### config.mk
export PLATFORM = sky130hd
export DESIGN_NAME = ahb_rr_arbiter_n
export DESIGN_NICKNAME = d
export VERILOG_FILES = /design/src/rtl/ahb_pkg.sv /design/src/rtl/ahb_rr_picker.sv /design/src/rtl/ahb_rr_arbiter_n.sv
export SDC_FILE = /design/constraint.sdc
export NUM_CORES = 1
export LEC_CHECK = 0
export BUFFER_PORTS_ARGS = -buffer_cell sky130_fd_sc_hd__clkbuf_2
export CAP_MARGIN = 20
export CORE_MARGIN = 2
export CORE_UTILIZATION = 51
export DETAILED_ROUTE_END_ITERATION = 7
export MAX_ROUTING_LAYER = met4
export PLACE_DENSITY = 0.78
export SYNTH_ARGS = -nofsm -noshare
export SYNTH_HDL_FRONTEND = slang
export SYNTH_SLANG_ARGS = --single-unit
### constraint.sdc
create_clock -name HCLK -period 2.6 [get_ports HCLK]
set_input_delay 0.39 -clock HCLK [delete_from_list [all_inputs] [get_ports HCLK]]
set_output_delay 0.39 -clock HCLK [all_outputs]
set_load 0.01 [all_outputs]
### src/rtl/ahb_pkg.sv
// ahb_pkg -- shared AHB encodings and helpers for the arbiter slice.
//   htrans_e / hburst_e / hresp_e : AMBA AHB field encodings
//   burst_beats()                 : beats remaining after the NONSEQ beat
//   onehot_idx()                  : index of the set bit in a one-hot vector
package ahb_pkg;

  typedef enum logic [1:0] {
    TRANS_IDLE   = 2'd0,
    TRANS_BUSY   = 2'd1,
    TRANS_NONSEQ = 2'd2,
    TRANS_SEQ    = 2'd3
  } htrans_e;

  typedef enum logic [2:0] {
    BURST_SINGLE = 3'd0,
    BURST_INCR   = 3'd1,
    BURST_WRAP4  = 3'd2,
    BURST_INCR4  = 3'd3,
    BURST_WRAP8  = 3'd4,
    BURST_INCR8  = 3'd5,
    BURST_WRAP16 = 3'd6,
    BURST_INCR16 = 3'd7
  } hburst_e;

  typedef enum logic [1:0] {
    RESP_OKAY  = 2'd0,
    RESP_ERROR = 2'd1,
    RESP_RETRY = 2'd2,
    RESP_SPLIT = 2'd3
  } hresp_e;

  // Undefined-length INCR and SINGLE give no burst boundary to protect,
  // so they load 0 and leave arbitration open every beat.
  function automatic logic [3:0] burst_beats(input logic [2:0] hb);
    case (hb)
      BURST_WRAP4,  BURST_INCR4:  return 4'd3;
      BURST_WRAP8,  BURST_INCR8:  return 4'd7;
      BURST_WRAP16, BURST_INCR16: return 4'd15;
      default:                    return 4'd0;
    endcase
  endfunction

  function automatic logic [3:0] onehot_idx(input logic [15:0] v);
    logic [3:0] r;
    r = '0;
    for (int i = 0; i < 16; i++)
      if (v[i]) r = r | 4'(i);
    return r;
  endfunction

endpackage

### src/rtl/ahb_rr_picker.sv
// ahb_rr_picker -- combinational round-robin search.
//   req : request vector
//   ptr : last granted index; search starts at ptr+1 and visits ptr last
//   gnt : one-hot winner (all-zero when nobody requests)
//   vld : some request was found
import ahb_pkg::*;

module ahb_rr_picker #(
  parameter int N  = 3,
  parameter int PW = 4
) (
  input  logic [N-1:0]  req,
  input  logic [PW-1:0] ptr,
  output logic [N-1:0]  gnt,
  output logic          vld
);

  localparam int IW = (N > 1) ? $clog2(N) : 1;

  always_comb begin
    int idx;
    idx = 0;
    gnt = '0;
    vld = 1'b0;
    for (int off = 1; off <= N; off++) begin
      idx = (int'(ptr) + off) % N;
      if (!vld && req[IW'(idx)]) begin
        gnt[IW'(idx)] = 1'b1;
        vld           = 1'b1;
      end
    end
  end

endmodule

### src/rtl/ahb_rr_arbiter_n.sv
// ahb_rr_arbiter_n -- N-master AHB round-robin arbiter with burst and lock hold.
//   HCLK, HRESET        : clock, async active-high reset
//   HBUSREQ, HLOCK      : per-master request / locked request
//   HTRANS, HBURST      : address-phase transfer and burst type
//   HREADY, HRESP       : bus ready, slave response
//   HGRANT              : one-hot grant, re-arbitrated only at safe points
//   HMASTER, HMASTLOCK  : address-phase owner and its lock, lagging HGRANT
import ahb_pkg::*;

module ahb_rr_arbiter_n #(
  parameter int NUM_MASTERS    = 3,
  parameter int DEFAULT_MASTER = 0,
  parameter int MASTER_BITS    = 4
) (
  input  logic                   HCLK,
  input  logic                   HRESET,
  input  logic [NUM_MASTERS-1:0] HBUSREQ,
  input  logic [NUM_MASTERS-1:0] HLOCK,
  input  logic [1:0]             HTRANS,
  input  logic [2:0]             HBURST,
  input  logic                   HREADY,
  input  logic [1:0]             HRESP,
  output logic [NUM_MASTERS-1:0] HGRANT,
  output logic [MASTER_BITS-1:0] HMASTER,
  output logic                   HMASTLOCK
);

  if (NUM_MASTERS < 2 || NUM_MASTERS > 16) begin : g_bad_n
    $fatal(1, "ahb_rr_arbiter_n: NUM_MASTERS must be 2..16");
  end
  if (DEFAULT_MASTER < 0 || DEFAULT_MASTER >= NUM_MASTERS) begin : g_bad_def
    $fatal(1, "ahb_rr_arbiter_n: DEFAULT_MASTER out of range");
  end
  if ((1 << MASTER_BITS) < NUM_MASTERS) begin : g_bad_mb
    $fatal(1, "ahb_rr_arbiter_n: MASTER_BITS too narrow");
  end

  localparam logic [NUM_MASTERS-1:0] DEF_GNT =
    {{(NUM_MASTERS-1){1'b0}}, 1'b1} << DEFAULT_MASTER;
  localparam logic [MASTER_BITS-1:0] DEF_IDX = MASTER_BITS'(DEFAULT_MASTER);

  logic [3:0]             cnt, cnt_nxt;
  logic [MASTER_BITS-1:0] ptr, gidx, nidx;
  logic [NUM_MASTERS-1:0] pick_gnt, gnt_nxt;
  logic                   pick_vld, own_lock, arb_ok;

  // Beat counter: remaining beats of the fixed-length burst in flight.
  always_comb begin
    cnt_nxt = cnt;
    if (HRESP != RESP_OKAY) cnt_nxt = '0;
    else if (HREADY) begin
      case (HTRANS)
        TRANS_NONSEQ: cnt_nxt = burst_beats(HBURST);
        TRANS_SEQ:    cnt_nxt = (cnt != '0) ? cnt - 4'd1 : '0;
        TRANS_BUSY:   cnt_nxt = cnt;
        default:      cnt_nxt = '0;
      endcase
    end
  end

  ahb_rr_picker #(.N(NUM_MASTERS), .PW(MASTER_BITS)) u_pick (
    .req (HBUSREQ),
    .ptr (ptr),
    .gnt (pick_gnt),
    .vld (pick_vld)
  );

  always_comb begin
    gidx     = MASTER_BITS'(onehot_idx(16'(HGRANT)));
    own_lock = |(HLOCK & HGRANT);
    // Looking at the next-cycle count lets the grant move on the edge
    // that completes the last beat, not one cycle later.
    arb_ok   = HREADY && (cnt_nxt == '0) && !HMASTLOCK && !own_lock;
    gnt_nxt  = pick_vld ? pick_gnt : DEF_GNT;
    nidx     = MASTER_BITS'(onehot_idx(16'(gnt_nxt)));
  end

  always_ff @(posedge HCLK or posedge HRESET) begin
    if (HRESET) begin
      HGRANT    <= DEF_GNT;
      HMASTER   <= DEF_IDX;
      HMASTLOCK <= 1'b0;
      cnt       <= '0;
      ptr       <= DEF_IDX;
    end else begin
      cnt <= cnt_nxt;
      if (arb_ok) begin
        HGRANT <= gnt_nxt;
        ptr    <= nidx;
      end
      if (HREADY) begin
        HMASTER   <= gidx;
        HMASTLOCK <= own_lock;
      end
    end
  end

endmodule

==> flow_summary.rst, run 1 <==
.. list-table::
   :header-rows: 1

   * - Metric
     - Value
   * - Setup repair after global routing missed its margin
     - false
   * - Post-synthesis instance area
     - 872 sq um
   * - Sort of element at the start of the critical path
     - register
   * - Area Growth Syn to Fin
     - 14.5%
   * - Cell area after layout
     - 998 sq um
   * - Worst setup path category
     - reg2reg
   * - Total of max-cap violations
     - 0
   * - Synth warn
     - 0
   * - 1st-iter DRT viols
     - 17
   * - Unique cell type count in the Yosys netlist
     - 41
   * - Worst supply voltage drop on vdd
     - 0.000633 V
   * - Wire length per cell
     - 12.9 um
   * - Clock-pin slew of the registers on the worst-case setup and hold paths
     - 0.07 ns
   * - Pwr/cell area
     - 739 nW/um^2
   * - Net switching power
     - 294 uW
   * - Part of the total power dissipated in the clock network
     - 0.192
   * - Antenna cell count
     - 0
   * - Remaining routing DRC violations
     - 0
   * - Clock tree from TritonCTS
     - built
   * - Timing-limited maximum frequency
     - 479 MHz
   * - Total global routing track utilization
     - 0.197
   * - Placed wire-length estimate
     - 1410 um
   * - Number of routed nets with antenna violations
     - 0
   * - Combinational fraction of design power
     - 0.497
   * - Leading register cell type out of synthesis
     - sky130_fd_sc_hd__dfrtp_1
   * - Leakage Power
     - 0.000463 uW
   * - Cts hold-fix bufs
     - 0
   * - Standard cell core area
     - 1560 sq um
   * - Sequential area share after synthesis
     - 0.288
   * - Pin count of the biggest net entering global routing
     - 14
   * - Part of the total power dissipated in sequential elements
     - 0.311
   * - Slowest stage cell, crit path
     - sky130_fd_sc_hd__or4_4
   * - I/O Buffers
     - 20
   * - Overflow left after global routing
     - 0
   * - Required time of the critical path
     - 2.75 ns
   * - Count of flip-flops with a built-in enable after synthesis
     - 0
   * - Count of endpoints failing hold in the final timing report
     - 0
   * - Die area
     - 2060 sq um
   * - Overall die width
     - 45.4 um
   * - Worst setup slack after layout
     - 0.512 ns
   * - Outcome
     - finished clean
   * - Total power of the final layout
     - 738 uW
   * - Share of final-layout standard cells stronger than drive strength 1
     - 0.281
   * - Global-route wire length before repair
     - 2870 um
   * - Post-synthesis instance total
     - 103
   * - Min-Delay Path Class
     - in2async
   * - Clk_lat worst skew
     - 0.27 ns
   * - Post-CTS Repair Setup Buffers
     - 0
   * - Die Y
     - 45.4 um
   * - Endpoint arrival time on the critical path
     - 2.24 ns
   * - Final GP Congestion
     - 0.826
   * - Total wire length
     - 1770 um
   * - Pre-CTS WS
     - 0.513 ns
   * - Setup Skew
     - 0.00251 ns
   * - Post-layout minimum cycle time
     - 2.09 ns
   * - Async set-reset flop share out of synthesis
     - 1.00
   * - Via density per instance
     - 5.93
   * - Vias in the first global route
     - 733
   * - Max-slew violation count
     - 0
   * - Post-synthesis sequential element count
     - 10
   * - Number of gates resized after cts
     - 0
   * - Switching fraction of total power
     - 0.398
   * - Maximum fanout count along the critical path
     - 5
   * - CTS H-tree lvls
     - 1
   * - Total clock sinks
     - 10
   * - Count of TritonRoute iterations in the first routing pass
     - 5
   * - Starting density of the core
     - 0.559
   * - Final worst path period share
     - 0.803
   * - Critical path capture point type
     - register
   * - Longest Clk Path Bufs
     - 2
   * - Number of buffers created by CTS
     - 3
   * - Initial antenna violation count
     - 0
   * - Worst hold slack after final layout
     - 0.0578 ns
   * - Critical Path, Cell by Cell
     - or4_4 > a41oi_2 > nor3_2 > nor4_4 > mux2_1
   * - Net count, final
     - 143
   * - Largest incremental delay on the critical path
     - 0.55 ns
   * - Root cell of the clock tree
     - sky130_fd_sc_hd__clkbuf_4
   * - Total via count after detailed routing
     - 812
   * - Internal power
     - 444 uW
   * - Number of top-level pins
     - 24
   * - Number of placement rows
     - 14
   * - Total of endpoints with negative setup slack in the final report
     - 0
   * - Setup Total Neg Slack
     - 0 ns
   * - Mean cell area of the mapped netlist
     - 8.47 sq um
   * - Placed inst area
     - 962 sq um
sequential cells by signal, summed over array words and instances (netlist names):
name / cells
cnt: 4
HGRANT: 3
HMASTLOCK: 1
HMASTER: 2
placed cells by master (no fill, tap or decap), drive strengths merged, types with 2 or more instances in the layout:
| cell type | count |
|---|---|
| clkbuf | 24 |
| a21boi | 2 |
| o21ai | 2 |
| a211oi | 2 |
| ha | 5 |
| o32ai | 2 |
| dfrtp | 9 |
| mux2 | 4 |
| conb | 2 |
| o22ai | 2 |
| nand3b | 2 |
| inv | 8 |
| nand2 | 10 |
| a21oi | 9 |
| nor2 | 10 |
| nand2b | 2 |
| o211ai | 2 |
| nor3 | 5 |
| mux2i | 3 |
cells in the mapped netlist, drive strengths merged, types with 3 or more instances:
cell type   n  share of area
nand2      10          0.043
a21oi       9          0.052
clkbuf      4          0.017
buf         3          0.022
ha          5          0.072
dfrtp       9           0.26
nor3        5          0.034
inv         8          0.034
mux2        4          0.052
mux2i       3          0.034
nor2       10          0.043
worst max-delay path: cells and delay by family, from the launching register on:
kind | cells | cell delay, ns
and+or+nand+nor | 3 | 0.99
AOI/OAI and AO/OA | 1 | 0.20
muxes | 1 | 0.36
DFF | 1 | 0.43
logic make-up after synthesis:
group / Yosys count / synth area share
simple gates: 36 / 0.230
compound gates: 29 / 0.247
buf+inv: 15 / 0.0732
flops: 10 / 0.288
mux: 7 / 0.0861
fa+ha+maj: 5 / 0.0717
other cells: 1 / 0.00430
power by group through the flow:
stage                     combinational [uW]  clock [uW]  sequential, uW
final                                    367         141             230
after global routing                     409         149             237
after CTS                                367         145             231
after global placement                   357           0             231
after floorplan                          267           0             244
after detailed placement                 365           0             234
worst paths after layout:
| kind | start | end | slack, ns | cells after the start |
|---|---|---|---|---|
| hold / removal | HRESET | cnt[1]$_DFF_PP0_ | 0.06 | 2 |
| setup reg to reg | cnt[2]$_DFF_PP0_ | HGRANT[1]$_DFFE_PP0P_ | 0.51 | 5 |
| min in group HCLK | HRESP[0] | cnt[0]$_DFF_PP0_ | 0.46 | 3 |
| max in group asynchronous | HRESET | HGRANT[0]$_DFFE_PP1P_ | 2.23 | 2 |
| hold reg to reg | HMASTER[1]$_DFFE_PP0P_ | HMASTER[1]$_DFFE_PP0P_ | 0.51 | 1 |
| setup / recovery | cnt[2]$_DFF_PP0_ | HGRANT[1]$_DFFE_PP0P_ | 0.51 | 5 |
area by class of cell:
cell class              instances  area, sq um
clock buffers                   4         36.3
fillers                       125          561
inverters                       8         30.0
multi-input cells              79          561
flip-flops and latches         10          251
well taps                      16         20.0
repair buffers                 20          100
metal layers:
layer,vias up,track usage,share of wire
met3,3,0.0160,0.047
li1,410,-,-
met1,368,0.257,0.45
met2,31,0.306,0.48
met5,-,-,0
met4,0,0.100,0.016
per-stage QoR:
stage	utilization	std cells
2_1_floorplan	-	104
3_3_place_gp	0.617	133
3_5_place_dp	0.617	133
4_1_cts	0.640	137
5_1_grt	0.640	137
6_report	0.640	137
Power figures use the tool's default switching activity.
==> run 2: changes to the inputs <==
--- a/config.mk
+++ b/config.mk
@@ -8,10 +8,10 @@
 export BUFFER_PORTS_ARGS = -buffer_cell sky130_fd_sc_hd__clkbuf_2
 export CAP_MARGIN = 20
 export CORE_MARGIN = 2
-export CORE_UTILIZATION = 51
+export CORE_UTILIZATION = 46
 export DETAILED_ROUTE_END_ITERATION = 7
 export MAX_ROUTING_LAYER = met4
-export PLACE_DENSITY = 0.78
+export PLACE_DENSITY = 0.74
 export SYNTH_ARGS = -nofsm -noshare
 export SYNTH_HDL_FRONTEND = slang
 export SYNTH_SLANG_ARGS = --single-unit
==> constraint.sdc (replaced) <==
create_clock -name HCLK -period 1.9 [get_ports HCLK]
set_input_delay 0.285 -clock HCLK [delete_from_list [all_inputs] [get_ports HCLK]]
set_output_delay 0.285 -clock HCLK [all_outputs]
set_load 0.01 [all_outputs]
==> run 2 against run 1 <==
The run now ends with negative setup slack left. Count of clock-buffer cells in the layout is the same. Cell count increased by 21%. First-iteration DRC count up 5.9%. Non-clock buffer count up 20. Global-route usage increased by 2.1 points. Die area increased by 9.9%. Design area rose by 21%. Routed wire length is 21% higher. Critical path type unchanged. Critical endpoint unchanged. Largest power group unchanged. Highest routed layer unchanged.
==> flow_summary.rst, run 2 (synthesis results as in run 1) <==
.. list-table::
   :header-rows: 1

   * - Metric
     - Value
   * - Outcome
     - complete, but fails checks
   * - Failing checks
     - negative setup slack
   * - Worst setup slack after layout
     - -0.0623 ns
   * - Max-slew violation count
     - 0
   * - Clock tree from TritonCTS
     - built
   * - Final worst path period share
     - 1.03
   * - Global-route wire length before repair
     - 3420 um
   * - Critical path capture point type
     - register
   * - Maximum fanout count along the critical path
     - 3
   * - Critical Path, Cell by Cell
     - buf_4 > or4_4 > a41oi_2 > nor3_2 > nor4_4 > mux2_1
   * - Final instance count without filler cells
     - 166
   * - Placed inst area
     - 1090 sq um
   * - Vias in the first global route
     - 836
   * - Total of max-cap violations
     - 0
   * - Net count, final
     - 163
   * - Wire length on met1
     - 992 um
   * - Overflow left after global routing
     - 0
   * - Root cell of the clock tree
     - sky130_fd_sc_hd__clkbuf_4
   * - Clk_lat worst skew
     - 0.25 ns
   * - Longest Clk Path Bufs
     - 2
   * - Slowest stage cell, crit path
     - sky130_fd_sc_hd__or4_4
   * - Leakage Power
     - 0.000573 uW
   * - Overall die width
     - 47.5 um
   * - Hold EP
     - HMASTLOCK$_DFFE_PP0P_
   * - Largest incremental delay on the critical path
     - 0.41 ns
   * - Final GP Congestion
     - 0.868
   * - Number of placement rows
     - 15
   * - Sort of element at the start of the critical path
     - register
   * - Count of endpoints failing hold in the final timing report
     - 0
   * - Most common cell after layout, fill and taps aside
     - sky130_fd_sc_hd__clkbuf_2
   * - 1st-iter DRT viols
     - 18
   * - Sum of met2 wire segment lengths after detailed routing
     - 1050 um
   * - Number of placed cells counting well taps
     - 158
   * - Worst reg2reg endpoint
     - HGRANT[1]$_DFFE_PP0P_
   * - Most frequent cells in the layout
     - sky130_fd_sc_hd__clkbuf_2 (20), sky130_fd_sc_hd__buf_4 (19), sky130_fd_sc_hd__nor2_1 (10), sky130_fd_sc_hd__nand2_1 (10)
   * - Register with the most flip-flops
     - cnt
   * - Min-Delay Path Class
     - in2reg
   * - Total power of the final layout
     - 1200 uW
   * - Post-layout minimum cycle time
     - 1.96 ns
   * - Endpoint arrival time on the critical path
     - 2.10 ns
   * - Setup Skew
     - 0.00379 ns
   * - CTS H-tree lvls
     - 1
   * - Cell area after layout
     - 1200 sq um
   * - Area Growth Syn to Fin
     - 38.0%
   * - FF-to-FF path depth
     - 6
   * - Pin count of the biggest net entering global routing
     - 11
   * - Remaining routing DRC violations
     - 0
   * - Number of routed nets with antenna violations
     - 0
   * - Total wire length
     - 2150 um
   * - Count of TritonRoute iterations in the first routing pass
     - 4
   * - Number of buffers created by CTS
     - 3
   * - Number of top-level pins
     - 24
   * - Antenna cell count
     - 0
   * - Via density per instance
     - 5.46
   * - Setup Total Neg Slack
     - -0.0816 ns
   * - Initial antenna violation count
     - 0
   * - Setup repair after global routing missed its margin
     - true
   * - Pre-CTS WS
     - -0.124 ns
   * - Required time of the critical path
     - 2.04 ns
   * - Hold Path Stages
     - 3
   * - Reg2reg start
     - cnt[0]$_DFF_PP0_
   * - Total buffers and inverters traversed by the critical path
     - 1
   * - Die area
     - 2260 sq um
   * - Die Y
     - 47.5 um
   * - Total global routing track utilization
     - 0.217
   * - Uppermost layer routed
     - met4
   * - Pwr/cell area
     - 998 nW/um^2
   * - Placed wire-length estimate
     - 1670 um
   * - Clock-pin slew of the registers on the worst-case setup and hold paths
     - 0.07 ns
   * - Starting density of the core
     - 0.494
   * - Total clock sinks
     - 10
   * - Share of final-layout standard cells stronger than drive strength 1
     - 0.447
   * - Worst setup path category
     - reg2reg
   * - Setup slack of the most critical reg-to-reg path
     - -0.06 ns
   * - Worst supply voltage drop on vdd
     - 0.000664 V
   * - Top cell family by delay on the critical path
     - simple AND/OR/NAND/NOR gates
   * - Wire length per cell
     - 12.9 um
   * - Wire length on met3
     - 80 um
   * - Total via count after detailed routing
     - 907
   * - Total of endpoints with negative setup slack in the final report
     - 3
   * - Timing-limited maximum frequency
     - 510 MHz
   * - I/O Buffers
     - 20
   * - Standard cell core area
     - 1760 sq um
   * - Hold wc startpoint
     - HLOCK[0]
   * - Largest register FFs
     - 4
   * - Largest registers
     - cnt: 4 flops, HGRANT: 3 flops, HMASTER: 2 flops
run 2: layer usage:
layer,track usage,vias up
li1,-,457
met1,0.267,416
met2,0.368,28
met3,0.0264,6
met4,0.0757,0
met5,-,-
run 2: worst reg2reg max path, stage by stage, from the launching register on:
cell and delay [ns]:
sky130_fd_sc_hd__dfrtp_1 0.40, sky130_fd_sc_hd__buf_4 0.14, sky130_fd_sc_hd__or4_4 0.41, sky130_fd_sc_hd__a41oi_2 0.16
sky130_fd_sc_hd__nor3_2 0.09, sky130_fd_sc_hd__nor4_4 0.30, sky130_fd_sc_hd__mux2_1 0.35
run 2: report_power, final:
group,switching [uW],internal (uW)
clock,66.6,116
sequential,47.5,272
combinational,344,355
total,458,743
run 2: through the flow:
stage,util,hold slack [ns]
after floorplan,-,0.124
after detailed placement,0.620,0.256
after CTS,0.656,0.369
after global placement,0.620,0.249
final,0.682,0.375
after global routing,0.682,0.390
run 2: final cells by class:
type | instances | area (sq um)
timing repair buffer | 40 | 253
clock buffer | 4 | 36.3
fill | 159 | 561
multi-input combinational | 79 | 601
sequential | 10 | 253
tap | 25 | 31.3
inverter | 8 | 30.0
run 2: what timing repair did:
action | CTS | global route
hold endpoints to repair | 9 | 0
pin swaps | 0 | 2
gates resized for setup | 4 | 7
hold buffers | 1 | 0
buffers inserted | 0 | 3
cloned | 0 | 0
setup endpoints to repair | 3 | 3
run 2: worst max path at each step:
stage	from	to	cells past startpoint
global route	cnt[1]$_DFF_PP0_	HGRANT[1]$_DFFE_PP0P_	7
finish	cnt[0]$_DFF_PP0_	HGRANT[1]$_DFFE_PP0P_	6
detailed placement	cnt[0]$_DFF_PP0_	HGRANT[1]$_DFFE_PP0P_	7
CTS	cnt[2]$_DFF_PP0_	HGRANT[1]$_DFFE_PP0P_	5
global placement	cnt[0]$_DFF_PP0_	HGRANT[1]$_DFFE_PP0P_	7
floorplan	cnt[2]$_DFF_PP0_	HGRANT[1]$_DFFE_PP0P_	5
